===== config.mk =====
export PLATFORM = sky130hd
export DESIGN_NAME = vga_timing_decoder_flat
export DESIGN_NICKNAME = d
export VERILOG_FILES = /design/src/rtl/vga_timing_decoder_if.sv /design/src/rtl/vga_timing_decoder.sv /design/src/flat_wrapper.sv
export SDC_FILE = /design/constraint.sdc
export NUM_CORES = 1
export LEC_CHECK = 0
export BUFFER_PORTS_ARGS = -buffer_cell sky130_fd_sc_hd__buf_2
export CAP_MARGIN = 10
export CORE_MARGIN = 2
export CORE_UTILIZATION = 55
export CTS_CLUSTER_SIZE = 14
export DETAILED_ROUTE_END_ITERATION = 10
export HOLD_SLACK_MARGIN = 0.1
export MAX_ROUTING_LAYER = met4
export PLACE_DENSITY_LB_ADDON = 0.05
export SYNTH_ARGS = -nofsm -noshare
export SYNTH_HDL_FRONTEND = slang
export SYNTH_SLANG_ARGS = --single-unit
export TNS_END_PERCENT = 1

===== constraint.sdc =====
create_clock -name i_CLK -period 5.41 [get_ports i_CLK]
set_input_delay 1.082 -clock i_CLK [delete_from_list [all_inputs] [get_ports i_CLK]]
set_output_delay 1.082 -clock i_CLK [all_outputs]
set_load 0.03 [all_outputs]

===== src/rtl/vga_timing_decoder_if.sv =====
// VGA receive-side bundle: sync/colour inputs from the controller and the
// recovered pixel stream plus timing status back out.
interface vga_timing_decoder_if;
   logic       i_HSYNC;
   logic       i_VSYNC;
   logic [3:0] i_RED;
   logic [3:0] i_GREEN;
   logic [3:0] i_BLUE;
   logic [9:0] o_X;
   logic [9:0] o_Y;
   logic [11:0] o_RGB;
   logic       o_PIXEL_VALID;
   logic       o_FRAME_START;
   logic       o_LOCKED;
   logic       o_HERR;
   logic       o_VERR;

   modport master (
      output i_HSYNC, i_VSYNC, i_RED, i_GREEN, i_BLUE,
      input  o_X, o_Y, o_RGB, o_PIXEL_VALID, o_FRAME_START, o_LOCKED, o_HERR, o_VERR
   );

   modport slave (
      input  i_HSYNC, i_VSYNC, i_RED, i_GREEN, i_BLUE,
      output o_X, o_Y, o_RGB, o_PIXEL_VALID, o_FRAME_START, o_LOCKED, o_HERR, o_VERR
   );
endinterface


===== src/rtl/vga_timing_decoder.sv =====
// VGA timing decoder: recovers pixel coordinates from HSYNC/VSYNC, checks line
// and frame timing, and reports lock plus horizontal/vertical error pulses.
module vga_timing_decoder #(
   parameter int unsigned H_ACTIVE = 640,
   parameter int unsigned H_FP     = 16,
   parameter int unsigned H_SYNC   = 96,
   parameter int unsigned H_BP     = 48,
   parameter int unsigned V_ACTIVE = 480,
   parameter int unsigned V_FP     = 10,
   parameter int unsigned V_SYNC   = 2,
   parameter int unsigned V_BP     = 33,
   parameter bit          SYNC_POL = 1'b0
) (
   input logic i_CLK,
   input logic i_RESET,
   vga_timing_decoder_if.slave vga
);

   localparam int unsigned H_TOTAL = H_ACTIVE + H_FP + H_SYNC + H_BP;
   localparam int unsigned V_TOTAL = V_ACTIVE + V_FP + V_SYNC + V_BP;

   localparam logic [9:0] H_LAST  = 10'(H_TOTAL - 1);
   localparam logic [9:0] H_TOT10 = 10'(H_TOTAL);
   localparam logic [9:0] H_SYN10 = 10'(H_SYNC);
   localparam logic [9:0] H_VIS0  = 10'(H_SYNC + H_BP);
   localparam logic [9:0] H_VIS1  = 10'(H_SYNC + H_BP + H_ACTIVE - 1);
   localparam logic [9:0] V_LAST  = 10'(V_TOTAL - 1);
   localparam logic [9:0] V_TOT10 = 10'(V_TOTAL);
   localparam logic [9:0] V_SYN10 = 10'(V_SYNC);
   localparam logic [9:0] V_VIS0  = 10'(V_SYNC + V_BP);
   localparam logic [9:0] V_VIS1  = 10'(V_SYNC + V_BP + V_ACTIVE - 1);

   typedef enum logic [1:0] {
      ST_UNLOCKED,
      ST_ACQUIRE,
      ST_LOCKED
   } state_t;

   state_t      state;
   logic        hs_r, vs_r, hs_d;
   logic [11:0] rgb_r;
   logic [9:0]  h_cnt, v_cnt;
   logic        h_seen, v_seen;
   logic        vs_line;

   logic        hs_on, hs_was, vs_on;
   logic        line_edge, hs_fall, v_start, v_end;
   logic [9:0]  h_cur, v_cur, h_inc, v_inc;
   logic [9:0]  x_cur, y_cur;
   logic        herr, verr, err, visible, valid_c;
   logic        h_seen_nx, v_seen_nx;

   // h_cur/v_cur are the counts belonging to the stage-1 pixel, so the old
   // register value is what is checked on an assertion edge and the new one elsewhere.
   always_comb begin
      hs_on     = (hs_r == SYNC_POL);
      hs_was    = (hs_d == SYNC_POL);
      vs_on     = (vs_r == SYNC_POL);
      line_edge = hs_on && !hs_was;
      hs_fall   = !hs_on && hs_was;
      v_start   = line_edge && vs_on && !vs_line;
      v_end     = line_edge && !vs_on && vs_line;

      h_inc = (h_cnt == '1) ? h_cnt : h_cnt + 10'd1;
      v_inc = (v_cnt == '1) ? v_cnt : v_cnt + 10'd1;
      h_cur = line_edge ? '0 : h_inc;
      v_cur = v_cnt;
      if (v_start)
         v_cur = '0;
      else if (line_edge)
         v_cur = v_inc;

      herr = h_seen && ((line_edge && (h_cnt != H_LAST)) ||
                        (hs_fall && (h_cur != H_SYN10)) ||
                        (!line_edge && (h_cur == H_TOT10)));
      verr = v_seen && ((v_start && (v_cnt != V_LAST)) ||
                        (v_end && (v_cur != V_SYN10)) ||
                        (line_edge && !v_start && (v_cur == V_TOT10)));
      err  = herr || verr;

      h_seen_nx = h_seen;
      if (line_edge)
         h_seen_nx = 1'b1;
      else if (h_cur == H_TOT10)
         h_seen_nx = 1'b0;

      v_seen_nx = v_seen;
      if (v_start)
         v_seen_nx = 1'b1;
      else if (line_edge && (v_cur == V_TOT10))
         v_seen_nx = 1'b0;

      visible = (h_cur >= H_VIS0) && (h_cur <= H_VIS1) &&
                (v_cur >= V_VIS0) && (v_cur <= V_VIS1);
      valid_c = visible && (state == ST_LOCKED);
      x_cur   = h_cur - H_VIS0;
      y_cur   = v_cur - V_VIS0;
   end

   always_ff @(posedge i_CLK or posedge i_RESET) begin
      if (i_RESET) begin
         state             <= ST_UNLOCKED;
         hs_r              <= ~SYNC_POL;
         vs_r              <= ~SYNC_POL;
         hs_d              <= ~SYNC_POL;
         rgb_r             <= '0;
         h_cnt             <= '0;
         v_cnt             <= '0;
         h_seen            <= 1'b0;
         v_seen            <= 1'b0;
         vs_line           <= 1'b0;
         vga.o_X           <= '0;
         vga.o_Y           <= '0;
         vga.o_RGB         <= '0;
         vga.o_PIXEL_VALID <= 1'b0;
         vga.o_FRAME_START <= 1'b0;
         vga.o_LOCKED      <= 1'b0;
         vga.o_HERR        <= 1'b0;
         vga.o_VERR        <= 1'b0;
      end else begin
         hs_r   <= vga.i_HSYNC;
         vs_r   <= vga.i_VSYNC;
         hs_d   <= hs_r;
         rgb_r  <= {vga.i_RED, vga.i_GREEN, vga.i_BLUE};
         h_cnt  <= h_cur;
         v_cnt  <= v_cur;
         h_seen <= h_seen_nx;
         v_seen <= v_seen_nx;
         if (line_edge)
            vs_line <= vs_on;

         // An error always wins over a coincident vsync start.
         case (state)
            ST_UNLOCKED: if (v_start && !err) state <= ST_ACQUIRE;
            ST_ACQUIRE: begin
               if (err)
                  state <= ST_UNLOCKED;
               else if (v_start)
                  state <= ST_LOCKED;
            end
            ST_LOCKED:   if (err) state <= ST_UNLOCKED;
            default:     state <= ST_UNLOCKED;
         endcase

         vga.o_X           <= valid_c ? x_cur : '0;
         vga.o_Y           <= valid_c ? y_cur : '0;
         vga.o_RGB         <= valid_c ? rgb_r : '0;
         vga.o_PIXEL_VALID <= valid_c;
         vga.o_FRAME_START <= valid_c && (x_cur == '0) && (y_cur == '0);
         vga.o_LOCKED      <= (state == ST_LOCKED);
         vga.o_HERR        <= herr;
         vga.o_VERR        <= verr;
      end
   end

endmodule


===== src/flat_wrapper.sv =====
// flat-port wrapper written by rule: the top's interface ports become plain ports
module vga_timing_decoder_flat 
#(
   parameter int unsigned H_ACTIVE = 640,
   parameter int unsigned H_FP     = 16,
   parameter int unsigned H_SYNC   = 96,
   parameter int unsigned H_BP     = 48,
   parameter int unsigned V_ACTIVE = 480,
   parameter int unsigned V_FP     = 10,
   parameter int unsigned V_SYNC   = 2,
   parameter int unsigned V_BP     = 33,
   parameter bit          SYNC_POL = 1'b0
)
  (i_CLK, i_RESET, vga_i_HSYNC, vga_i_VSYNC, vga_i_RED, vga_i_GREEN, vga_i_BLUE, vga_o_X, vga_o_Y, vga_o_RGB, vga_o_PIXEL_VALID, vga_o_FRAME_START, vga_o_LOCKED, vga_o_HERR, vga_o_VERR);
  vga_timing_decoder_if vga_i ();
  input logic i_CLK;
  input logic i_RESET;
  input wire logic [$bits(vga_i.i_HSYNC)-1:0] vga_i_HSYNC;
  input wire logic [$bits(vga_i.i_VSYNC)-1:0] vga_i_VSYNC;
  input wire logic [$bits(vga_i.i_RED)-1:0] vga_i_RED;
  input wire logic [$bits(vga_i.i_GREEN)-1:0] vga_i_GREEN;
  input wire logic [$bits(vga_i.i_BLUE)-1:0] vga_i_BLUE;
  output wire logic [$bits(vga_i.o_X)-1:0] vga_o_X;
  output wire logic [$bits(vga_i.o_Y)-1:0] vga_o_Y;
  output wire logic [$bits(vga_i.o_RGB)-1:0] vga_o_RGB;
  output wire logic [$bits(vga_i.o_PIXEL_VALID)-1:0] vga_o_PIXEL_VALID;
  output wire logic [$bits(vga_i.o_FRAME_START)-1:0] vga_o_FRAME_START;
  output wire logic [$bits(vga_i.o_LOCKED)-1:0] vga_o_LOCKED;
  output wire logic [$bits(vga_i.o_HERR)-1:0] vga_o_HERR;
  output wire logic [$bits(vga_i.o_VERR)-1:0] vga_o_VERR;
  assign vga_i.i_HSYNC = vga_i_HSYNC;
  assign vga_i.i_VSYNC = vga_i_VSYNC;
  assign vga_i.i_RED = vga_i_RED;
  assign vga_i.i_GREEN = vga_i_GREEN;
  assign vga_i.i_BLUE = vga_i_BLUE;
  assign vga_o_X = vga_i.o_X;
  assign vga_o_Y = vga_i.o_Y;
  assign vga_o_RGB = vga_i.o_RGB;
  assign vga_o_PIXEL_VALID = vga_i.o_PIXEL_VALID;
  assign vga_o_FRAME_START = vga_i.o_FRAME_START;
  assign vga_o_LOCKED = vga_i.o_LOCKED;
  assign vga_o_HERR = vga_i.o_HERR;
  assign vga_o_VERR = vga_i.o_VERR;
  vga_timing_decoder #(.H_ACTIVE(H_ACTIVE), .H_FP(H_FP), .H_SYNC(H_SYNC), .H_BP(H_BP), .V_ACTIVE(V_ACTIVE), .V_FP(V_FP), .V_SYNC(V_SYNC), .V_BP(V_BP), .SYNC_POL(SYNC_POL)) u_core (.i_CLK(i_CLK), .i_RESET(i_RESET), .vga(vga_i));
endmodule

==> metrics <==
Initial Utilization 0.573; Post-CTS Resized 0; setup bufs post-CTS 0; area grow syn2layout 12.0%; TritonCTS clock tree yes; router iterations before antenna repair 4; Die H 88.4 um; arrival time at the worst endpoint 4260 ps; worst stage delay on the critical path 770 ps; synth warn 0; Post-Route WL 8690 um; DRC Markers 0; via-per-instance ratio 5.82; top-area cell type share of the netlist area 0.473; fin util 0.642; CP endpoint u_core.vga.o_Y[6]$_DFF_PP0_; most common cell after layout, fill and taps aside dfrtp_1; RSZ-0062 raised after global routing no; I/O Buffers 52; clock skew 7.68 ps; Synth area leader dfrtp_1; outcome complete, no violations; placed insts 516; reg2reg end u_core.vga.o_Y[6]$_DFF_PP0_; die area 7810 um^2; nets@finish 458; flop2flop setup slack 1380 ps; post-synthesis cell area 3920 um^2; Max VDD drop 0.162 mV; Worst Max-Slew Pin Slew 898 ps; initial antenna violation count 0; Worst path most repeated cell ha_1; average size of a mapped cell 10.1 um^2; reg2reg path depth 10; critical path type reg -> reg; Root Driver clkbuf_8; CP startpoint u_core.v_cnt[0]$_DFF_PP0_; post-synthesis async set-or-reset flop share 1.00; Final Cycle Share 0.745; Slew HR 0.400; Worst-path clk slew 80 ps; hpwl dp 6240 um; # diodes 0; via count 3096; share of post-route cells with drive strength above 1 0.200; CP max FO 21; Max Slew Vio Count 0; min cycle time layout 4030 ps; Synth Instances 389; Unique masters post-synth 70; total global-route track usage 0.246; WL/cell 16.3 um; Final Non-Filler Cells 532; Synth Net Count 416; TritonCTS sink count 77; Hold Vio Cnt, Final 0; I/O Pins 53; Max Freq 248 MHz; H-tree depth 3; most frequent cells in the layout dfrtp_1 (74), buf_2 (52), nor2_1 (47); EDFF count, synth 0; RePlAce Congestion 0.952; worst path required time 5640 ps; largest net degree at the start of global routing 57; first-pass GRT wire length 14200 um; die width 88.4 um; worst hold path type reg -> reg; leak pwr 2.18 nW; Finished Cell Area 4390 um^2; Critical Path Source Type flip-flop; hold_ws 424 ps; max cap viols 0; vias in the first global route 2891; top area cells in the synthesized netlist dfrtp_1 (47%), nor2_1 (4.5%), ha_1 (3.5%); DP Area 4190 um^2; Core ar. 6830 um^2; TNS Setup 0 ps; critical path endpoint category flip-flop; Max stage delay cell, worst path o311ai_4; Seq/Total Area, Yosys 0.493; count of state elements after synthesis 77; grt ovf 0; 1st-iter DRT viols 200; cells along the critical path ha_1 -> nand2_1 -> nor3_1 -> o31ai_1 -> ha_1 -> nor4_2 -> o21ai_1 -> o311ai_4 -> buf_4 -> nor2_1; CTS Buf Count 9; later-pin clock latency in the skew report 350 ps; Most used DFF post-synth dfrtp_1; worst r2r src u_core.v_cnt[0]$_DFF_PP0_; Site Rows 30; hold_buf cts 0; Power Density 293 nW/um^2; final setup fails 0; CTS Buffer Depth 2; Final ANT Viol Nets 0
## sequential cells by signal, summed over array words and instances (netlist names), 2 cells and up
register,count
u_core.vga.o_RGB,12
u_core.v_cnt,10
u_core.h_cnt,10
u_core.rgb_r,12
u_core.vga.o_X,10
u_core.state,2
u_core.vga.o_Y,10
## power by group
| group | switching [mW] | internal (mW) | total [mW] |
|---|---|---|---|
| Clock | 0.218 | 0.217 | 0.435 |
| Combinational | 0.129 | 0.0739 | 0.203 |
| Sequential | 0.0452 | 0.602 | 0.647 |
## cell families (layout without fill, tap and decap cells)
logic type / count (synthesis) / in the layout / synth area share
flops: 77 / 77 / 0.493
xor+xnor: 12 / 12 / 0.0268
simple gates: 148 / 148 / 0.211
compound gates: 82 / 82 / 0.164
fa+ha+maj: 11 / 11 / 0.0351
buf+inv: 57 / 104 / 0.0645
mux: 2 / 2 / 0.00511
## critical path: cells and delay by family (launching register included)
kind / cells / cell delay (ps)
AOI/OAI and AO/OA: 3 / 1290
adders and majority gates: 2 / 630
buffers and inverters: 1 / 330
DFF: 1 / 470
and+or+nand+nor: 4 / 1190
## cell type report
| class | instances | area, um^2 |
|---|---|---|
| fillers | 588 | 2440 |
| flip-flops and latches | 77 | 1930 |
| multi-input cells | 255 | 1730 |
| repair buffers | 55 | 283 |
| clock buffers | 10 | 128 |
| inverters | 33 | 124 |
| well taps | 96 | 120 |
| clock inverters | 6 | 68.8 |
## cell usage after synthesis (3+ instances only)
master and count:
dfrtp_1 74, nor2_1 47, inv_1 33, clkbuf_1 15, nand2_1 14, nand4_1 14
nor3_1 12, ha_1 11, nand3_1 11, o21ai_0 11, a21oi_1 9, a31oi_1 9
nor4_1 9, xor2_1 7, a211oi_1 5, and3_1 5, nand2b_1 5, xnor2_1 5
buf_2 4, buf_6 4, nor2b_1 4, o31a_1 4, a311oi_1 3, and2_1 3
and4_1 3, dfstp_2 3, nor4b_1 3, o211ai_1 3, o21a_1 3, o31ai_1 3
## metal layers
metal  up-vias  global-route usage  routed length (um)
met4         0              0.0882                 186
met3        18              0.0457                 413
met5         -                   -                   0
li1       1489                   -                   -
met1      1492               0.320                3850
met2        97               0.388                4240
## how the worst min path moves through the flow
| stage | from | to | slack (ps) | depth (start not counted) |
|---|---|---|---|---|
| 2_1_floorplan | u_core.hs_r$_DFF_PP1_ | u_core.hs_d$_DFF_PP1_ | 400 | 0 |
| 3_3_place_gp | u_core.hs_r$_DFF_PP1_ | u_core.hs_d$_DFF_PP1_ | 410 | 0 |
| 3_5_place_dp | u_core.hs_r$_DFF_PP1_ | u_core.hs_d$_DFF_PP1_ | 420 | 0 |
| 4_1_cts | u_core.hs_r$_DFF_PP1_ | u_core.hs_d$_DFF_PP1_ | 430 | 0 |
| 5_1_grt | u_core.hs_r$_DFF_PP1_ | u_core.hs_d$_DFF_PP1_ | 440 | 0 |
| 6_report | u_core.hs_r$_DFF_PP1_ | u_core.hs_d$_DFF_PP1_ | 420 | 0 |
## per-stage QoR
stage,power [mW],setup slack [ps]
after global routing,1.35,982
after global placement,0.854,1600
after detailed placement,0.859,1470
final,1.29,1380
after CTS,1.29,1400
after floorplan,0.805,2370
Note: power is estimated with default switching activity, not from simulation.
